[config.mk]
export PLATFORM = sky130hd
export DESIGN_NAME = hack_cpu_ctrl_flat
export DESIGN_NICKNAME = d
export VERILOG_FILES = /design/src/rtl/hack_cpu_ctrl_if.sv /design/src/rtl/hack_cpu_ctrl.sv /design/src/flat_wrapper.sv
export SDC_FILE = /design/constraint.sdc
export NUM_CORES = 1
export LEC_CHECK = 0
export BUFFER_PORTS_ARGS = -buffer_cell sky130_fd_sc_hd__buf_2
export CAP_MARGIN = 20
export CELL_PAD_IN_SITES_DETAIL_PLACEMENT = 0
export CELL_PAD_IN_SITES_GLOBAL_PLACEMENT = 1
export CORE_ASPECT_RATIO = 0.9
export CORE_MARGIN = 10
export CORE_UTILIZATION = 35
export DETAILED_ROUTE_END_ITERATION = 7
export PLACE_DENSITY = 0.76
export SYNTH_ARGS = -nofsm -noshare
export SYNTH_HDL_FRONTEND = slang
export SYNTH_SLANG_ARGS = --single-unit
[constraint.sdc]
create_clock -name i_clock -period 2 [get_ports i_clock]
set_input_delay 0.3 -clock i_clock [delete_from_list [all_inputs] [get_ports i_clock]]
set_output_delay 0.3 -clock i_clock [all_outputs]
set_load 0.02 [all_outputs]
[src/rtl/hack_cpu_ctrl_if.sv]
// Hack CPU controller bus: instruction fetch, data memory and ALU signals in one bundle.
// master = controller side, slave = fetch/memory/ALU side.
interface hack_cpu_ctrl_if #(
   parameter int WIDTH = 16
);
   logic [WIDTH-1:0] instr;
   logic             instr_valid;
   logic             instr_ready;
   logic [WIDTH-1:0] pc;
   logic [WIDTH-1:0] mem_addr;
   logic             mem_rd_req;
   logic             mem_rd_valid;
   logic [WIDTH-1:0] mem_rd_data;
   logic             mem_wr_en;
   logic [WIDTH-1:0] mem_wr_data;
   logic             mem_wr_ack;
   logic [WIDTH-1:0] alu_x;
   logic [WIDTH-1:0] alu_y;
   logic [5:0]       alu_ctrl;
   logic [WIDTH-1:0] alu_out;
   logic             alu_zr;
   logic             alu_ng;
   logic             halted;

   modport master (
      input  instr, instr_valid, mem_rd_valid, mem_rd_data, mem_wr_ack,
             alu_out, alu_zr, alu_ng,
      output instr_ready, pc, mem_addr, mem_rd_req, mem_wr_en, mem_wr_data,
             alu_x, alu_y, alu_ctrl, halted
   );

   modport slave (
      output instr, instr_valid, mem_rd_valid, mem_rd_data, mem_wr_ack,
             alu_out, alu_zr, alu_ng,
      input  instr_ready, pc, mem_addr, mem_rd_req, mem_wr_en, mem_wr_data,
             alu_x, alu_y, alu_ctrl, halted
   );
endinterface

[src/rtl/hack_cpu_ctrl.sv]
// Multi-cycle Hack control/register stage: A-instr 1 cycle, C-instr 2 cycles plus M read/write waits.
// Fetch stalls via instr_ready outside FETCH; optional self-loop halt under HACK_CPU_HALT_EN.
module hack_cpu_ctrl #(
   parameter int               WIDTH    = 16,
   parameter logic [WIDTH-1:0] PC_RESET = 16'h0000
) (
   input logic             i_clock,
   input logic             i_reset_n,
   hack_cpu_ctrl_if.master io_bus
);

   typedef enum logic [1:0] {
      FETCH   = 2'd0,
      READ_M  = 2'd1,
      EXEC    = 2'd2,
      WRITE_M = 2'd3
   } state_t;

   state_t           r_state;
   logic [WIDTH-1:0] r_a;
   logic [WIDTH-1:0] r_d;
   logic [WIDTH-1:0] r_pc;
   logic [WIDTH-1:0] r_m;
   logic             r_sel_m;
   logic [5:0]       r_c;
   logic [2:0]       r_dst;
   logic [2:0]       r_jmp;
   logic [5:0]       r_alu_ctrl;
   logic             r_rd_req;
   logic             r_wr_en;
   logic [WIDTH-1:0] r_wr_data;
   logic             r_a_pend;

   logic [WIDTH-1:0] w_pc_inc;
   logic             w_jump;
   logic             w_instr_ready;
   logic             w_unused;

   assign w_pc_inc = r_pc + WIDTH'(1);
   assign w_jump   = (r_jmp[2] & io_bus.alu_ng)
                   | (r_jmp[1] & io_bus.alu_zr)
                   | (r_jmp[0] & ~io_bus.alu_ng & ~io_bus.alu_zr);
   assign w_unused = ^io_bus.instr[14:13];

`ifdef HACK_CPU_HALT_EN
   logic r_halted;
   logic w_halt;

   // A self-targeting unconditional jump can never make progress, so park.
   assign w_halt        = (r_jmp == 3'b111) && (r_a == r_pc);
   assign w_instr_ready = (r_state == FETCH) && !r_halted;
   assign io_bus.halted = r_halted;
`else
   assign w_instr_ready = (r_state == FETCH);
   assign io_bus.halted = 1'b0;
`endif

   assign io_bus.instr_ready = w_instr_ready;
   assign io_bus.pc          = r_pc;
   assign io_bus.mem_addr    = r_a;
   assign io_bus.mem_rd_req  = r_rd_req;
   assign io_bus.mem_wr_en   = r_wr_en;
   assign io_bus.mem_wr_data = r_wr_data;
   assign io_bus.alu_ctrl    = r_alu_ctrl;
   assign io_bus.alu_x       = r_d;
   assign io_bus.alu_y       = ((r_state == EXEC) && r_sel_m) ? r_m : r_a;

   always_ff @(posedge i_clock or negedge i_reset_n) begin
      if (!i_reset_n) begin
         r_state    <= FETCH;
         r_a        <= '0;
         r_d        <= '0;
         r_pc       <= PC_RESET;
         r_m        <= '0;
         r_sel_m    <= 1'b0;
         r_c        <= '0;
         r_dst      <= '0;
         r_jmp      <= '0;
         r_alu_ctrl <= '0;
         r_rd_req   <= 1'b0;
         r_wr_en    <= 1'b0;
         r_wr_data  <= '0;
         r_a_pend   <= 1'b0;
`ifdef HACK_CPU_HALT_EN
         r_halted   <= 1'b0;
`endif
      end else begin
         case (r_state)
            FETCH: begin
               if (w_instr_ready && io_bus.instr_valid) begin
                  if (!io_bus.instr[WIDTH-1]) begin
                     r_a  <= {1'b0, io_bus.instr[WIDTH-2:0]};
                     r_pc <= w_pc_inc;
                  end else begin
                     r_sel_m <= io_bus.instr[12];
                     r_c     <= io_bus.instr[11:6];
                     r_dst   <= io_bus.instr[5:3];
                     r_jmp   <= io_bus.instr[2:0];
                     if (io_bus.instr[12]) begin
                        r_rd_req <= 1'b1;
                        r_state  <= READ_M;
                     end else begin
                        r_alu_ctrl <= io_bus.instr[11:6];
                        r_state    <= EXEC;
                     end
                  end
               end
            end
            READ_M: begin
               if (io_bus.mem_rd_valid) begin
                  r_m        <= io_bus.mem_rd_data;
                  r_rd_req   <= 1'b0;
                  r_alu_ctrl <= r_c;
                  r_state    <= EXEC;
               end
            end
            EXEC: begin
               r_alu_ctrl <= '0;
               r_pc       <= w_jump ? r_a : w_pc_inc;
               if (r_dst[1]) r_d <= io_bus.alu_out;
               // With a pending M write, A must keep addressing the old location until the ack.
               if (r_dst[0]) begin
                  r_wr_data <= io_bus.alu_out;
                  r_wr_en   <= 1'b1;
                  r_a_pend  <= r_dst[2];
                  r_state   <= WRITE_M;
               end else begin
                  if (r_dst[2]) r_a <= io_bus.alu_out;
                  r_state <= FETCH;
               end
`ifdef HACK_CPU_HALT_EN
               if (w_halt) r_halted <= 1'b1;
`endif
            end
            WRITE_M: begin
               if (io_bus.mem_wr_ack) begin
                  r_wr_en  <= 1'b0;
                  r_a_pend <= 1'b0;
                  if (r_a_pend) r_a <= r_wr_data;
                  r_state <= FETCH;
               end
            end
            default: r_state <= FETCH;
         endcase
      end
   end

endmodule

[src/flat_wrapper.sv]
// flat-port wrapper written by rule: the top's interface ports become plain ports
module hack_cpu_ctrl_flat 
#(
   parameter int               WIDTH    = 16,
   parameter logic [WIDTH-1:0] PC_RESET = 16'h0000
)
  (i_clock, i_reset_n, io_bus_instr, io_bus_instr_valid, io_bus_mem_rd_valid, io_bus_mem_rd_data, io_bus_mem_wr_ack, io_bus_alu_out, io_bus_alu_zr, io_bus_alu_ng, io_bus_instr_ready, io_bus_pc, io_bus_mem_addr, io_bus_mem_rd_req, io_bus_mem_wr_en, io_bus_mem_wr_data, io_bus_alu_x, io_bus_alu_y, io_bus_alu_ctrl, io_bus_halted);
  hack_cpu_ctrl_if #(.WIDTH(WIDTH)) io_bus_i ();
  input logic i_clock;
  input logic i_reset_n;
  input wire logic [$bits(io_bus_i.instr)-1:0] io_bus_instr;
  input wire logic [$bits(io_bus_i.instr_valid)-1:0] io_bus_instr_valid;
  input wire logic [$bits(io_bus_i.mem_rd_valid)-1:0] io_bus_mem_rd_valid;
  input wire logic [$bits(io_bus_i.mem_rd_data)-1:0] io_bus_mem_rd_data;
  input wire logic [$bits(io_bus_i.mem_wr_ack)-1:0] io_bus_mem_wr_ack;
  input wire logic [$bits(io_bus_i.alu_out)-1:0] io_bus_alu_out;
  input wire logic [$bits(io_bus_i.alu_zr)-1:0] io_bus_alu_zr;
  input wire logic [$bits(io_bus_i.alu_ng)-1:0] io_bus_alu_ng;
  output wire logic [$bits(io_bus_i.instr_ready)-1:0] io_bus_instr_ready;
  output wire logic [$bits(io_bus_i.pc)-1:0] io_bus_pc;
  output wire logic [$bits(io_bus_i.mem_addr)-1:0] io_bus_mem_addr;
  output wire logic [$bits(io_bus_i.mem_rd_req)-1:0] io_bus_mem_rd_req;
  output wire logic [$bits(io_bus_i.mem_wr_en)-1:0] io_bus_mem_wr_en;
  output wire logic [$bits(io_bus_i.mem_wr_data)-1:0] io_bus_mem_wr_data;
  output wire logic [$bits(io_bus_i.alu_x)-1:0] io_bus_alu_x;
  output wire logic [$bits(io_bus_i.alu_y)-1:0] io_bus_alu_y;
  output wire logic [$bits(io_bus_i.alu_ctrl)-1:0] io_bus_alu_ctrl;
  output wire logic [$bits(io_bus_i.halted)-1:0] io_bus_halted;
  assign io_bus_i.instr = io_bus_instr;
  assign io_bus_i.instr_valid = io_bus_instr_valid;
  assign io_bus_i.mem_rd_valid = io_bus_mem_rd_valid;
  assign io_bus_i.mem_rd_data = io_bus_mem_rd_data;
  assign io_bus_i.mem_wr_ack = io_bus_mem_wr_ack;
  assign io_bus_i.alu_out = io_bus_alu_out;
  assign io_bus_i.alu_zr = io_bus_alu_zr;
  assign io_bus_i.alu_ng = io_bus_alu_ng;
  assign io_bus_instr_ready = io_bus_i.instr_ready;
  assign io_bus_pc = io_bus_i.pc;
  assign io_bus_mem_addr = io_bus_i.mem_addr;
  assign io_bus_mem_rd_req = io_bus_i.mem_rd_req;
  assign io_bus_mem_wr_en = io_bus_i.mem_wr_en;
  assign io_bus_mem_wr_data = io_bus_i.mem_wr_data;
  assign io_bus_alu_x = io_bus_i.alu_x;
  assign io_bus_alu_y = io_bus_i.alu_y;
  assign io_bus_alu_ctrl = io_bus_i.alu_ctrl;
  assign io_bus_halted = io_bus_i.halted;
  hack_cpu_ctrl #(.WIDTH(WIDTH), .PC_RESET(PC_RESET)) u_core (.i_clock(i_clock), .i_reset_n(i_reset_n), .io_bus(io_bus_i));
endmodule
; ---- Yosys cells after proc, flatten, opt, wreduce, memory -nomap -nowiden
; Index checks and enable logic that the tools add are counted.
[word_totals]
wordCells = 89
output_inout_bits = 90
input_bits = 55
regBits = 104
[classes]
n_eq_ne = 14
n_bitwise = 8
n_mux = 34
n_addsub = 1
n_reduce_logical = 18
[op_table]
columns = op, n
row1 = 16-bit two-way mux, 10
row2 = 16-bit one-hot mux with 3 select lines, 1
row3 = 16-bit one-hot mux with 2 select lines, 1
row4 = 6-bit two-way mux, 4
row5 = 6-bit one-hot mux with 3 select lines, 1
row6 = 16-bit by 1-bit adder with 16-bit output (second input constant), 1
row7 = 2-bit inequality test (second input constant), 8
row8 = 2-bit two-way mux, 6
row9 = 5-bit AND reduction, 2
row10 = 3-bit AND reduction, 3
row11 = 2-bit one-hot mux with 4 select lines, 1
row12 = 1-bit two-way mux, 7
row13 = 7-bit AND reduction, 1
row14 = 2-bit by 1-bit inequality test with 1-bit output (second input constant), 3
row15 = 1-bit one-hot mux with 2 select lines, 3
row16 = 2-bit AND reduction, 3
row17 = 2-bit nonzero test, 3
row18 = 3-bit nonzero test, 2
row19 = 1-bit AND, 4
row20 = 2-bit == test (second input constant), 2
row21 = 4-bit AND reduction, 1
row22 = 2-bit by 1-bit == test with 1-bit output (second input constant), 1
row23 = 1-bit logical AND, 2
row24 = 2-bit logical NOT, 1
row25 = other kinds (2), 4

; ---- Depth between registers and ports, before layout
[logic_depth]
word_depth = 6
depth_mapped = 9
ltp_nobuf = 7

; ---- Worst setup path after synthesis
; No wires, ideal clock.
[synth_timing]
path_kind = reg-to-reg
startpoint = register u_core.r_state[0]
endpoint = register u_core.r_pc[7] (netlist: u_core.io_bus.pc[7])
setup_ps = 137
path_stages_with_launch = 9
slack_ps = 62
arrival_time_ps = 1801
path_cell_list = dfrtp_1 -> inv_1 -> ha_1 -> buf_2 -> mux2i_1 -> buf_2 -> a21oi_1 -> nor2_1 -> a21oi_1
[synth_via]
elab_chain_cells = 4
elab_cells_between_ends = 8
classes_between = eq/ne: 3 / mux: 1 / reduce/logical: 4
[synth_lines]
columns = item, line_no
row1 = from (decl), hack_cpu_ctrl.sv:19  ; state_t r_state;
row2 = from (signal assigned), hack_cpu_ctrl.sv:70  ; r_state <= FETCH;
row3 = from (signal assigned), hack_cpu_ctrl.sv:101  ; r_state <= READ_M;
row4 = from (signal assigned), hack_cpu_ctrl.sv:104  ; r_state <= EXEC;
row5 = 2-bit logical NOT (*), hack_cpu_ctrl.sv:54  ; assign w_instr_ready = (r_state == FETCH);
row6 = net io_bus_instr_ready, flat_wrapper.sv:19  ; output wire logic [$bits(io_bus_i.instr_ready)-1:0] io_bus_instr_ready;
row7 = 1-bit logical AND, hack_cpu_ctrl.sv:90  ; if (w_instr_ready && io_bus.instr_valid) begin
row8 = 2-bit inequality test (no line), n/a
row9 = 3-bit AND reduction (no line), n/a
row10 = to (signal assigned), hack_cpu_ctrl.sv:93  ; r_pc <= w_pc_inc;
row11 = to (signal assigned), hack_cpu_ctrl.sv:119  ; r_pc <= w_jump ? r_a : w_pc_inc;
row12 = to (decl), hack_cpu_ctrl.sv:22  ; logic [WIDTH-1:0] r_pc;
; Mark *: on every way through the listed nets, which the timed path passes. The rest lies on a longest branch.
; A chain may end at the register's enable or synchronous reset.

; ---- Worst setup path in the final report
[layout_timing]
startpoint = register u_core.r_state[1]
endpoint = output io_bus_alu_y[12]
[layout_via]
elab_chain_cells = 3
[layout_lines]
columns = item, line_no
row1 = 2-bit == test, hack_cpu_ctrl.sv:66  ; assign io_bus.alu_y = ((r_state == EXEC) && r_sel_m) ? r_m : r_a;
row2 = 1-bit logical AND, hack_cpu_ctrl.sv:66
row3 = 16-bit two-way mux, hack_cpu_ctrl.sv:66
row4 = to (decl), flat_wrapper.sv:26  ; output wire logic [$bits(io_bus_i.alu_y)-1:0] io_bus_alu_y;
; Every way passes these cells.

==> metrics.csv <==
metric;value;unit
Slew @ Worst Pin;0.544;ns
Max Root-Sink Buffers;2;
Setup CP Type;reg2out;
clock skew;0.00749;ns
maximum vdd drop;0.902;mV
Rel. slew slack;63.6;%
top_reg_cell synth;dfrtp_1;
critical path's slowest cell;dfrtp_1;
minimum clock period;1.98;ns
Leak;3.08;nW
CTS buffer count;9;
PwrDens;1900;nW/µm²
setup TNS;0;ns
Avg WL per Cell;19.0;µm
Mapped Cells;444;
Arrival @ worst endpoint;1.68;ns
worst flop-to-flop path endpoint;u_core.io_bus.alu_ctrl[1];
core area;14000;µm²
full die area;19500;µm²
share of flip-flops with an asynchronous set or reset;100;%
latest clock arrival within the worst-skew pair;0.34;ns
dpl ws;-0.00387;ns
worst-path maximum fanout;8;
# Max-Cap Violations;0;
share of layout cells above drive strength 1;47.0;%
EDFF count, synth;0;
final cell utilization of the core;46.8;%
Hold Crit Start;io_bus_mem_rd_data[3];
r2r startpoint;u_core.r_state[1];
largest area contributor in the netlist;dfrtp_1;
first-pass GRT wire length;24100;µm
final slew viol count;0;
DRC;0;
synthesized area per cell;11.3;µm²
antenna-violating nets left;0;
row count;41;
Crit path required time;1.70;ns
Hold Path Depth;2;
clock sinks;104;
Period Utilization, post-route;99.2;%
Worst R2R Setup Slack;0.11;ns
Hold Slack;0.186;ns
Post-Syn Area;5000;µm²
CP Cell Sequence;ha_4 > nand2_4 > buf_16 > mux2_2 > buf_6;
Startpoint Class;flop;
Reg2Reg Depth;8;
first-pass iteration count of the detailed router;4;
Vias per Instance;5.10;
NumNets Final;663;
leading cell type in the layout, fill and taps excluded;buf_2;
Seq/Total Area, Yosys;52.1;%
pin count of the biggest net entering global routing;43;
final non-filler cell total;800;
IO buf count;143;
total gr overflow;0;
Worst Hold Class;in2reg;
highest clock rate;0.504;GHz
most frequent cells in the layout;buf_2, dfrtp_1, mux2_2;
Die X;146;µm
status;complete, no violations;
top cells by area, synth;dfrtp_1, mux2_2, a21oi_1, a22o_1, nand2_1;
#FFs+latches synth;104;
detailed-route via count;4079;
dpl cell area;6030;µm²
Worst path max stage delay;0.43;ns
hold worst-path end;u_core.r_m[3];
Clock Pin Slew Worst Setup and Hold Paths;0.07;ns
DRT iter0 DRCs;244;
final worst setup slack;0.0157;ns
critical path capture point type;output port;
post-synth top area share;52.1;%
RSZ-0062 raised after global routing;true;
Layout area overhead;31.2;%
power consumption;12.5;mW
final setup violation count;0;
Final Hold Vio Count;0;
initial antenna violation count;2;
Total Wirelength;15200;µm
Inst Count DP;775;
htree depth;3;
vias in the first global route;4477;
Die H;133;µm
CTS tree;yes;
Post-DP HPWL;11400;µm
distinct cell type count after synthesis;38;
gr usage total;15.4;%
post-route cell area;6560;µm²
Root Buffer;clkbuf_16;
Initial Util;35.7;%
# IOs;145;
gpl congestion;0.849;
YS warnings;0;
Synthesized Nets;505;
==> flip-flops by register name (all words and copies together) (netlist names) <==
name	flops
u_core.io_bus.pc	16
u_core.io_bus.mem_wr_en	1
u_core.io_bus.alu_x	16
u_core.io_bus.mem_rd_req	1
u_core.r_a_pend	1
u_core.io_bus.mem_addr	16
u_core.r_dst	3
u_core.r_m	16
u_core.io_bus.mem_wr_data	16
u_core.r_c	6
u_core.r_sel_m	1
u_core.r_jmp	3
u_core.io_bus.alu_ctrl	6
u_core.r_state	2
==> report_power, final <==
| part | internal, mW | switching (mW) | leakage, nW | total [mW] |
|---|---|---|---|---|
| sequential | 3.19 | 0.900 | 1.23 | 4.09 |
| combinational | 3.02 | 3.74 | 1.71 | 6.76 |
| clock | 0.871 | 0.756 | 0.132 | 1.63 |
| total | 7.08 | 5.39 | 3.08 | 12.5 |
==> cell usage after synthesis, types with 2 or more instances <==
cell       count
nor3_1         2
buf_4          2
inv_1          6
a21oi_1       49
nor2_1        17
nor2b_1        3
a22o_1        19
o21ai_0       18
nand2b_1       2
mux2_2        78
nand3b_1       2
o21ai_2       14
a31oi_1        2
mux2i_1        4
buf_2         13
o22a_1         2
and3_1         8
ha_1           6
o21ai_1        3
a2bb2oi_1      3
clkbuf_1       7
o22ai_1        5
nand4_1        3
nand2_1       43
dfrtp_1      104
buf_6          4
nand3_1       14
==> per-layer routing <==
layer / GRT usage (%) / up-vias / wire length [µm]
li1: - / 1930 / -
met1: 19.2 / 2008 / 6780
met2: 24.4 / 121 / 7050
met3: 5.75 / 18 / 1180
met4: 4.66 / 2 / 194
met5: 0 / - / 18
==> worst max-delay path by stage <==
stage	from	end	slack (ns)	cells after the start
after global placement	u_core.r_state[0]	u_core.io_bus.mem_addr[14]	0.06	5
final	u_core.r_state[1]	io_bus_alu_y[12]	0.02	5
after global routing	u_core.r_state[0]	io_bus_alu_y[12]	-0.02	6
after floorplan	u_core.r_state[0]	u_core.io_bus.pc[7]	0.06	8
after CTS	u_core.r_state[0]	io_bus_alu_y[15]	0.0008	6
after detailed placement	u_core.r_state[0]	u_core.io_bus.mem_addr[3]	-0.004	5
==> logic make-up (layout without fill, tap and decap cells) <==
logic type | Yosys count | in the layout | synth area share, %
compound gates | 119 | 119 | 15.2
flops | 104 | 104 | 52.1
simple gates | 100 | 100 | 9.31
mux | 82 | 82 | 18.4
buf+inv | 32 | 194 | 3.48
fa+ha+maj | 6 | 6 | 1.50
other cells | 1 | 2 | 0.0750
==> what timing repair did <==
item / 4_1_cts / 5_1_grt
setup endpoints to repair: 27 / 23
hold endpoints to repair: 30 / 0
pin swaps: 1 / 2
resized for setup: 10 / 43
gates cloned: 1 / 1
hold buffers: 1 / 0
buffers inserted: 3 / 2
==> worst max-delay path: cells and delay by family, from the launching register on <==
family        cells  cell delay (ns)
fa+ha+maj         1             0.19
buf+inv           2             0.27
flops             1             0.43
mux               1             0.34
simple gates      1             0.10
==> layout make-up <==
cell class,count,area (µm²)
antenna,1,2.50
clock buffer,12,246
clock inverter,3,18.8
fill,1300,7450
inverter,6,22.5
multi-input combinational,308,2290
sequential,104,2600
tap,193,241
timing repair buffer,173,1130
(Power assumes the default switching activity.)
